File: config.mk
export PLATFORM = sky130hd
export DESIGN_NAME = regfile_2r1w_flat
export DESIGN_NICKNAME = d
export VERILOG_FILES = /design/src/rtl/cpu_pkg.sv /design/src/rtl/regfile_2r1w_if.sv /design/src/rtl/reg_scoreboard.sv /design/src/rtl/regfile_2r1w.sv /design/src/flat_wrapper.sv
export SDC_FILE = /design/constraint.sdc
export NUM_CORES = 1
export LEC_CHECK = 0
export CORE_MARGIN = 2
export CORE_UTILIZATION = 57
export DETAILED_ROUTE_END_ITERATION = 10
export PLACE_DENSITY_LB_ADDON = 0.15
export SYNTH_ARGS = -nofsm -noshare
export SYNTH_HDL_FRONTEND = slang
export SYNTH_SLANG_ARGS = --single-unit
File: constraint.sdc
create_clock -name clk -period 1.6 [get_ports clk]
set_clock_uncertainty 0.1 [all_clocks]
set_input_delay 0.32 -clock clk [delete_from_list [all_inputs] [get_ports clk]]
set_output_delay 0.32 -clock clk [all_outputs]
set_load 0.1 [all_outputs]
File: src/rtl/cpu_pkg.sv
// Shared CPU datapath types: register-file default geometry, index/data
// typedefs and the register-index validity helper.
package cpu_pkg;

    localparam int DEF_N_REGS    = 8;
    localparam int DEF_REG_WIDTH = 8;

    typedef logic [$clog2(DEF_N_REGS)-1:0] reg_idx_t;
    typedef logic [DEF_REG_WIDTH-1:0]      reg_data_t;

    // An index is usable when it names a real register and is not the hardwired zero
    function automatic logic idx_valid(input int idx, input int n_regs, input int zero_reg);
        return (idx < n_regs) && !((zero_reg != 0) && (idx == 0));
    endfunction

endpackage

File: src/rtl/regfile_2r1w_if.sv
// Register-file bus: writeback write/release, decode reserve, two read ports.
interface regfile_2r1w_if
    import cpu_pkg::*;
#(
    parameter int N_REGS    = DEF_N_REGS,
    parameter int REG_WIDTH = DEF_REG_WIDTH
);
    localparam int ADDR_WIDTH = $clog2(N_REGS);

    logic                  wr_en;
    logic [ADDR_WIDTH-1:0] wr_idx;
    logic [REG_WIDTH-1:0]  wr_data;
    logic                  rd_en_a;
    logic [ADDR_WIDTH-1:0] rd_idx_a;
    logic [REG_WIDTH-1:0]  rd_data_a;
    logic                  rd_busy_a;
    logic                  rd_en_b;
    logic [ADDR_WIDTH-1:0] rd_idx_b;
    logic [REG_WIDTH-1:0]  rd_data_b;
    logic                  rd_busy_b;
    logic                  rsv_en;
    logic [ADDR_WIDTH-1:0] rsv_idx;
    logic                  rsv_stall;

    modport master (
        output wr_en, wr_idx, wr_data,
        output rd_en_a, rd_idx_a, rd_en_b, rd_idx_b,
        output rsv_en, rsv_idx,
        input  rd_data_a, rd_busy_a, rd_data_b, rd_busy_b, rsv_stall
    );

    modport slave (
        input  wr_en, wr_idx, wr_data,
        input  rd_en_a, rd_idx_a, rd_en_b, rd_idx_b,
        input  rsv_en, rsv_idx,
        output rd_data_a, rd_busy_a, rd_data_b, rd_busy_b, rsv_stall
    );

endinterface

File: src/rtl/reg_scoreboard.sv
// Per-register busy flags: set by reserve, cleared by writeback, two lookups.
// Lookups return the post-release value; a same-cycle reserve is not visible.
module reg_scoreboard
    import cpu_pkg::*;
#(
    parameter int N_REGS     = DEF_N_REGS,
    parameter int ADDR_WIDTH = $clog2(N_REGS),
    parameter int ZERO_REG   = 0
) (
    input  logic                  clk,
    input  logic                  rst_n,
    input  logic                  clr_en,
    input  logic [ADDR_WIDTH-1:0] clr_idx,
    input  logic                  set_en,
    input  logic [ADDR_WIDTH-1:0] set_idx,
    input  logic [ADDR_WIDTH-1:0] look_idx_a,
    input  logic [ADDR_WIDTH-1:0] look_idx_b,
    output logic                  look_busy_a,
    output logic                  look_busy_b,
    output logic                  set_stall
);

    logic [N_REGS-1:0] busy_q, busy_d;
    logic              clr_ok, set_ok;

    always_comb begin
        clr_ok = clr_en && idx_valid(int'(clr_idx), N_REGS, ZERO_REG);
        set_ok = set_en && idx_valid(int'(set_idx), N_REGS, ZERO_REG);

        // Set is applied after clear so a same-cycle reserve wins
        busy_d = busy_q;
        if (clr_ok) busy_d[clr_idx] = 1'b0;
        if (set_ok) busy_d[set_idx] = 1'b1;

        set_stall = set_ok && busy_q[set_idx];

        look_busy_a = 1'b0;
        if (idx_valid(int'(look_idx_a), N_REGS, ZERO_REG))
            look_busy_a = busy_q[look_idx_a] && !(clr_ok && (clr_idx == look_idx_a));

        look_busy_b = 1'b0;
        if (idx_valid(int'(look_idx_b), N_REGS, ZERO_REG))
            look_busy_b = busy_q[look_idx_b] && !(clr_ok && (clr_idx == look_idx_b));
    end

    always_ff @(posedge clk or negedge rst_n) begin
        if (!rst_n) busy_q <= '0;
        else        busy_q <= busy_d;
    end

endmodule

File: src/rtl/regfile_2r1w.sv
// Two-read / one-write register file with busy scoreboard for RAW detection.
// REGFILE_BYPASS_EN: defined = write-first forwarding on reads, undefined = read-first.
module regfile_2r1w
    import cpu_pkg::*;
#(
    parameter int N_REGS    = DEF_N_REGS,
    parameter int REG_WIDTH = DEF_REG_WIDTH,
    parameter int ZERO_REG  = 0
) (
    input  logic          clk,
    input  logic          reset,
    regfile_2r1w_if.slave bus
);

    localparam int ADDR_WIDTH = $clog2(N_REGS);

    logic [REG_WIDTH-1:0] regs_q [N_REGS];
    logic [REG_WIDTH-1:0] regs_d [N_REGS];
    logic [REG_WIDTH-1:0] rd_data_a_q, rd_data_a_d, rd_data_b_q, rd_data_b_d;
    logic                 rd_busy_a_q, rd_busy_a_d, rd_busy_b_q, rd_busy_b_d;
    logic                 look_busy_a, look_busy_b;
    logic                 wr_ok;

    reg_scoreboard #(
        .N_REGS    (N_REGS),
        .ADDR_WIDTH(ADDR_WIDTH),
        .ZERO_REG  (ZERO_REG)
    ) u_scoreboard (
        .clk        (clk),
        .rst_n      (reset),
        .clr_en     (bus.wr_en),
        .clr_idx    (bus.wr_idx),
        .set_en     (bus.rsv_en),
        .set_idx    (bus.rsv_idx),
        .look_idx_a (bus.rd_idx_a),
        .look_idx_b (bus.rd_idx_b),
        .look_busy_a(look_busy_a),
        .look_busy_b(look_busy_b),
        .set_stall  (bus.rsv_stall)
    );

    always_comb begin
        wr_ok = bus.wr_en && idx_valid(int'(bus.wr_idx), N_REGS, ZERO_REG);

        regs_d = regs_q;
        if (wr_ok) regs_d[bus.wr_idx] = bus.wr_data;

        rd_data_a_d = rd_data_a_q;
        rd_busy_a_d = rd_busy_a_q;
        if (bus.rd_en_a) begin
            rd_data_a_d = '0;
            rd_busy_a_d = 1'b0;
            if (idx_valid(int'(bus.rd_idx_a), N_REGS, ZERO_REG)) begin
                rd_data_a_d = regs_q[bus.rd_idx_a];
                rd_busy_a_d = look_busy_a;
`ifdef REGFILE_BYPASS_EN
                if (wr_ok && (bus.wr_idx == bus.rd_idx_a)) rd_data_a_d = bus.wr_data;
`endif
            end
        end

        rd_data_b_d = rd_data_b_q;
        rd_busy_b_d = rd_busy_b_q;
        if (bus.rd_en_b) begin
            rd_data_b_d = '0;
            rd_busy_b_d = 1'b0;
            if (idx_valid(int'(bus.rd_idx_b), N_REGS, ZERO_REG)) begin
                rd_data_b_d = regs_q[bus.rd_idx_b];
                rd_busy_b_d = look_busy_b;
`ifdef REGFILE_BYPASS_EN
                if (wr_ok && (bus.wr_idx == bus.rd_idx_b)) rd_data_b_d = bus.wr_data;
`endif
            end
        end
    end

    always_ff @(posedge clk or negedge reset) begin
        if (!reset) begin
            regs_q      <= '{default: '0};
            rd_data_a_q <= '0;
            rd_busy_a_q <= 1'b0;
            rd_data_b_q <= '0;
            rd_busy_b_q <= 1'b0;
        end else begin
            regs_q      <= regs_d;
            rd_data_a_q <= rd_data_a_d;
            rd_busy_a_q <= rd_busy_a_d;
            rd_data_b_q <= rd_data_b_d;
            rd_busy_b_q <= rd_busy_b_d;
        end
    end

    assign bus.rd_data_a = rd_data_a_q;
    assign bus.rd_busy_a = rd_busy_a_q;
    assign bus.rd_data_b = rd_data_b_q;
    assign bus.rd_busy_b = rd_busy_b_q;

endmodule

File: src/flat_wrapper.sv
// flat-port wrapper written by rule: the top's interface ports become plain ports
module regfile_2r1w_flat import cpu_pkg::*;
#(
    parameter int N_REGS    = DEF_N_REGS,
    parameter int REG_WIDTH = DEF_REG_WIDTH,
    parameter int ZERO_REG  = 0
)
  (clk, reset, bus_wr_en, bus_wr_idx, bus_wr_data, bus_rd_en_a, bus_rd_idx_a, bus_rd_en_b, bus_rd_idx_b, bus_rsv_en, bus_rsv_idx, bus_rd_data_a, bus_rd_busy_a, bus_rd_data_b, bus_rd_busy_b, bus_rsv_stall);
  regfile_2r1w_if #(.N_REGS(N_REGS), .REG_WIDTH(REG_WIDTH)) bus_i ();
  input  logic clk;
  input  logic reset;
  input wire logic [$bits(bus_i.wr_en)-1:0] bus_wr_en;
  input wire logic [$bits(bus_i.wr_idx)-1:0] bus_wr_idx;
  input wire logic [$bits(bus_i.wr_data)-1:0] bus_wr_data;
  input wire logic [$bits(bus_i.rd_en_a)-1:0] bus_rd_en_a;
  input wire logic [$bits(bus_i.rd_idx_a)-1:0] bus_rd_idx_a;
  input wire logic [$bits(bus_i.rd_en_b)-1:0] bus_rd_en_b;
  input wire logic [$bits(bus_i.rd_idx_b)-1:0] bus_rd_idx_b;
  input wire logic [$bits(bus_i.rsv_en)-1:0] bus_rsv_en;
  input wire logic [$bits(bus_i.rsv_idx)-1:0] bus_rsv_idx;
  output wire logic [$bits(bus_i.rd_data_a)-1:0] bus_rd_data_a;
  output wire logic [$bits(bus_i.rd_busy_a)-1:0] bus_rd_busy_a;
  output wire logic [$bits(bus_i.rd_data_b)-1:0] bus_rd_data_b;
  output wire logic [$bits(bus_i.rd_busy_b)-1:0] bus_rd_busy_b;
  output wire logic [$bits(bus_i.rsv_stall)-1:0] bus_rsv_stall;
  assign bus_i.wr_en = bus_wr_en;
  assign bus_i.wr_idx = bus_wr_idx;
  assign bus_i.wr_data = bus_wr_data;
  assign bus_i.rd_en_a = bus_rd_en_a;
  assign bus_i.rd_idx_a = bus_rd_idx_a;
  assign bus_i.rd_en_b = bus_rd_en_b;
  assign bus_i.rd_idx_b = bus_rd_idx_b;
  assign bus_i.rsv_en = bus_rsv_en;
  assign bus_i.rsv_idx = bus_rsv_idx;
  assign bus_rd_data_a = bus_i.rd_data_a;
  assign bus_rd_busy_a = bus_i.rd_busy_a;
  assign bus_rd_data_b = bus_i.rd_data_b;
  assign bus_rd_busy_b = bus_i.rd_busy_b;
  assign bus_rsv_stall = bus_i.rsv_stall;
  regfile_2r1w #(.N_REGS(N_REGS), .REG_WIDTH(REG_WIDTH), .ZERO_REG(ZERO_REG)) u_core (.clk(clk), .reset(reset), .bus(bus_i));
endmodule
Word-level counts from Yosys, hierarchy flattened
Index checks and enable logic that the tools add are counted.
Word-level totals
  register bits after elaboration: 90
  input port bits: 26
  output and inout bits: 19
  word-level logic and storage cells: 62
Cells by class
  order comparisons: 10
  equal/unequal tests: 2
  mux-type cells: 21
  bitwise logic cells: 6
  reductions and logical operators: 10
Operator list (count)
  64-bit bitwise mux: 1
  8-bit two-way mux: 7
  8-bit binary-select mux with 3-bit select: 2
  8-bit demux with 3-bit select: 1
  3-bit by 4-bit less-than comparator with 1-bit output (second input constant): 4
  4-bit >= comparator (second input constant): 3
  3-bit inverter with 4-bit output: 3
  1-bit binary-select mux with 3-bit select: 3
  8-bit AND: 1
  1-bit logical AND: 8
  8-bit inverter: 1
  8-bit OR: 1
  1-bit demux with 3-bit select: 2
  3-bit == test: 2
  3-bit by 1-bit >= comparator with 1-bit output (second input constant): 2
  1-bit two-way mux: 5
  4-bit by 1-bit less-than comparator with 1-bit output (second input constant): 1
  1-bit zero test: 2

Depth between registers and ports, before layout
  depth in word-level cells: 9
  gate-level depth with buffers: 5
  mapped depth without buffers: 3

By module
Synthesis repeated with hierarchy kept, for this count alone.
Second synthesis, totals
  cells, all modules: 405
  area total of the unflattened synthesis: 4911.0 sq um
By module, submodules not included
  regfile_2r1w: times used 1, cells each 330, area an instance 4245.3 sq um, seq. area each 2052.0 sq um
  reg_scoreboard: times used 1, cells each 75, area an instance 665.6 sq um, seq. area each 200.2 sq um

Least setup slack after synthesis
OpenSTA, ideal clock, no wires.
  path kind: input to output
  start: in bus_rsv_idx[0]
  end: out bus_rsv_stall
  arrival time: 2.027 ns
  required time: 1.180 ns
  path slack: -0.847 ns
  cell stages on the path: 3
  buffers on the path: 0
  path through: mux4_2 -> mux2i_1 -> nor2b_1
Between the ends
  word-level cells in the longest chain between the ends: 3
RTL lines
  start: declaration: RTL line flat_wrapper.sv:20  | input wire logic [$bits(bus_i.rsv_idx)-1:0] bus_rsv_idx;
  1-bit binary-select mux with 3-bit select: RTL line reg_scoreboard.sv:35  | set_stall = set_ok && busy_q[set_idx];
  1-bit two-way mux (implied by the code): RTL line reg_scoreboard.sv:35
  1-bit logical AND: RTL line reg_scoreboard.sv:35
  end: declaration: RTL line flat_wrapper.sv:25  | output wire logic [$bits(bus_i.rsv_stall)-1:0] bus_rsv_stall;
Every way passes these cells. The select of a mux whose other input is x is not followed.

Worst setup path in the final report
  start: reg u_core.u_scoreboard.busy_q[4]
  end: out bus_rsv_stall
Between the ends
  word-level cells in the longest chain between the ends: 3
RTL lines
  start: declaration: RTL line reg_scoreboard.sv:23  | logic [N_REGS-1:0] busy_q, busy_d;
  start signal: assignment: RTL line reg_scoreboard.sv:48  | else busy_q <= busy_d;
  1-bit binary-select mux with 3-bit select: RTL line reg_scoreboard.sv:35
  1-bit two-way mux (implied by the code): RTL line reg_scoreboard.sv:35
  1-bit logical AND: RTL line reg_scoreboard.sv:35
Every way passes these cells. The select of a mux whose other input is x is not followed.

==> results.md <==
- Share of layout cells above drive strength 1: between 50 and 60%
- Initial antenna violation count: 0
- Clock latency on the worst-skew pair: roughly 360 ps
- Chip width: 94.3 µm
- Max Cap Viol: 0
- Pre-CTS setup slack: -720 ps
- Ant. Diodes: 0
- Routed wire per std cell: between 20 and 25 µm
- Slew Limit Fails: 0
- Slowest cell on crit path: mux4_2
- Arr. time, crit path: roughly 1700 ps
- Register area share after synthesis: roughly half
- Synth Cell Area: 4650 µm²
- Input/output buffers: 44
- Class of the worst hold path: in2async
- Synthesis Warnings: 0
- Crit share post-route: 132%
- Dominant synthesized flop cell: dfrtp_1
- Achievable Freq: approximately 480 MHz
- Worst path cell trace: mux4_2, mux2i_2, nor2b_4, buf_12
- Syn Area/Cell: ~15 µm²
- Largest net degree at the start of global routing: between 90 and 100
- Netlist cell types: 28
- Vias after detailed routing: between 3000 and 4000
- Standard-cell rows: 32
- Leak: around 2.7 nW
- Vias in the first global route: 3489
- Period minus WS final: about 2100 ps
- Multi-input gate area: 2280 µm²
- FF+latch area: ~2300 µm²
- Vias per cell: 6.12
- Total gr overflow: 0
- Synthesized instance count: around 310
- Critical path class: reg2out
- First-pass GRT wire length: about 19 mm
- Post-synth EDFFs: 0
- Hold Fails Final Rpt: 0
- Final Routed Wirelength: approximately 12 mm
- Failing checks: negative setup slack
- Drt drc: 0
- CTS tree: done
- #FFs+latches synth: 90
- Critical Path RT: 1180 ps
- Power Total: 7.66 mW
- Max IR drop VDD: 711 µV
- Root Buffer: clkbuf_8
- Post-detailed-route count of antenna-violating nets: 0
- Status: complete, but fails checks
- Full die area: approximately 8900 µm²
- Critical path fanouts, max: 2
- RD Place Congestion: around 0.83
- Crit path capture type: primary output
- Critical path launch point type: flip-flop
- Max-slew headroom: about 70%
- DRT iter0 DRCs: 188
- Least-Margin Pin Slew: about 480 ps
- Htree depth: 3
- Nets: between 400 and 500
- Clk buf depth: 2
- CTS sink cnt: 90
- Total GRT Usage: between 20% and 30%
- DP Wirelength: between 8 and 9 mm
- Initial core utilization: about three fifths
- Fin util: about four fifths
- Unrepaired setup endpoints after global routing: yes
- Die Y: 94.3 µm
- Area of the core: 7810 µm²
- First-pass DRT Iterations: 4
- Post-route setup slack: -505 ps
- Filler cell count: 449
- Largest stage delay, worst path: about 480 ps
- Number of setup violations in the final report: 1
- Fraction of registers with async set/reset: between 90% and 100%
- CTS clock-pin slew for the worst setup and hold paths: approximately 100 ps
- I/O pins: 45
- Synthesized Nets: ~340
- Total CTS buffers: 9
- Power Density: about 1200 nW/µm²
- P&R area growth vs syn: 33.1%
==> flip-flops by register name, summed over array words and instances (netlist names) <==
name / flops
u_core.bus.rd_busy_a: 1
u_core.bus.rd_busy_b: 1
u_core.bus.rd_data_a: 8
u_core.bus.rd_data_b: 8
u_core.regs_q: 64
u_core.u_scoreboard.busy_q: 8
==> worst paths after layout <==
kind / start / to / slack, ps / cells past startpoint
setup / recovery: u_core.u_scoreboard.busy_q[4] / bus_rsv_stall / -510 / 4
hold / removal: reset / u_core.bus.rd_data_b[7] / 420 / 3
setup reg to reg: u_core.u_scoreboard.busy_q[2] / u_core.bus.rd_busy_a / 10 / 4
hold reg to reg: u_core.regs_q[41] / u_core.regs_q[41] / 430 / 1
max in group asynchronous: reset / u_core.regs_q[33] / 600 / 3
min in group clk: bus_rsv_idx[0] / u_core.u_scoreboard.busy_q[7] / 420 / 3
==> cell families (layout without fill, tap and decap cells) <==
| family | count (synthesis) | in the layout | synth area share, % |
|---|---|---|---|
| muxes | 121 | 121 | 37.8 |
| DFF | 90 | 90 | 48.4 |
| and+or+nand+nor | 44 | 44 | 5.73 |
| AOI/OAI and AO/OA | 28 | 28 | 3.61 |
| buffers and inverters | 24 | 137 | 3.31 |
| xor gates and xnor gates | 6 | 6 | 1.13 |
==> routing by layer <==
| metal | GRT usage, % | up-vias | wire length, µm |
|---|---|---|---|
| li1 | - | 1420 | - |
| met1 | 37.8 | 1684 | 4870 |
| met2 | 50.7 | 100 | 6210 |
| met3 | 4.01 | 26 | 496 |
| met4 | 15.2 | 0 | 352 |
| met5 | 0 | - | 0 |
==> cells in the final DEF (no fill, tap or decap), types with 4 or more instances in the layout <==
| cell | n |
|---|---|
| dfrtp_1 | 90 |
| mux2_2 | 64 |
| buf_4 | 57 |
| mux4_2 | 34 |
| buf_12 | 25 |
| mux2i_1 | 18 |
| nor2_1 | 18 |
| a21oi_1 | 15 |
| clkdlybuf4s50_1 | 15 |
| clkbuf_8 | 10 |
| nand2_1 | 7 |
| inv_1 | 6 |
| xnor2_1 | 6 |
| dlygate4sd2_1 | 5 |
| buf_6 | 5 |
| o21ai_0 | 4 |
==> timing repair <==
item	4_1_cts	5_1_grt
cloned	2	1
resized for setup	11	14
setup endpoints to repair	50	17
pin swaps	1	1
buffers inserted	3	2
endpoints found under the hold margin	90	0
hold buffers	1	0
==> where the power goes <==
| group | switching, mW | internal, mW | leakage, nW |
|---|---|---|---|
| logic | 1.43 | 1.42 | 1.54 |
| registers | 0.414 | 2.77 | 1.07 |
| clock network | 0.850 | 0.774 | 0.0962 |
==> cell usage after synthesis, types with 4 or more instances <==
| cell | count | share of area [%] |
|---|---|---|
| inv_1 | 6 | 0.48 |
| buf_6 | 5 | 1.2 |
| nand2_1 | 7 | 0.57 |
| nand2b_1 | 5 | 0.67 |
| xnor2_1 | 6 | 1.1 |
| mux2i_1 | 21 | 4.5 |
| a21oi_1 | 16 | 1.7 |
| mux4_2 | 32 | 16 |
| nor2_1 | 18 | 1.5 |
| dfrtp_1 | 90 | 48 |
| buf_4 | 6 | 0.97 |
| mux4_1 | 4 | 2.3 |
| o21ai_0 | 4 | 0.43 |
| mux2_2 | 64 | 16 |
==> cell type report <==
| type | instances | area share [%] |
|---|---|---|
| Inverter | 6 | 0.364 |
| Multi-Input combinational cell | 199 | 36.9 |
| Sequential cell | 90 | 36.4 |
| Clock buffer | 11 | 2.29 |
| Clock inverter | 5 | 1.01 |
| Tap cell | 102 | 2.06 |
| Timing Repair Buffer | 115 | 21.0 |
==> critical path, delay by kind of cell (launching register included) <==
| kind | cells | cell delay (ps) |
|---|---|---|
| and+or+nand+nor | 1 | 70 |
| buffers and inverters | 1 | 160 |
| DFF | 1 | 390 |
| muxes | 2 | 690 |
==> stage by stage <==
stage                     cells  hold slack, ps  setup TNS, ps  area (µm²)
after global placement      504             295         -31340        5830
final                       528             420           -505        6190
after CTS                   526             432           -530        6140
after detailed placement    504             303         -34950        5830
after floorplan             313           -75.6          -40.2        4660
after global routing        528             446           -570        6190
No activity file was read; power rests on OpenSTA's default activity.
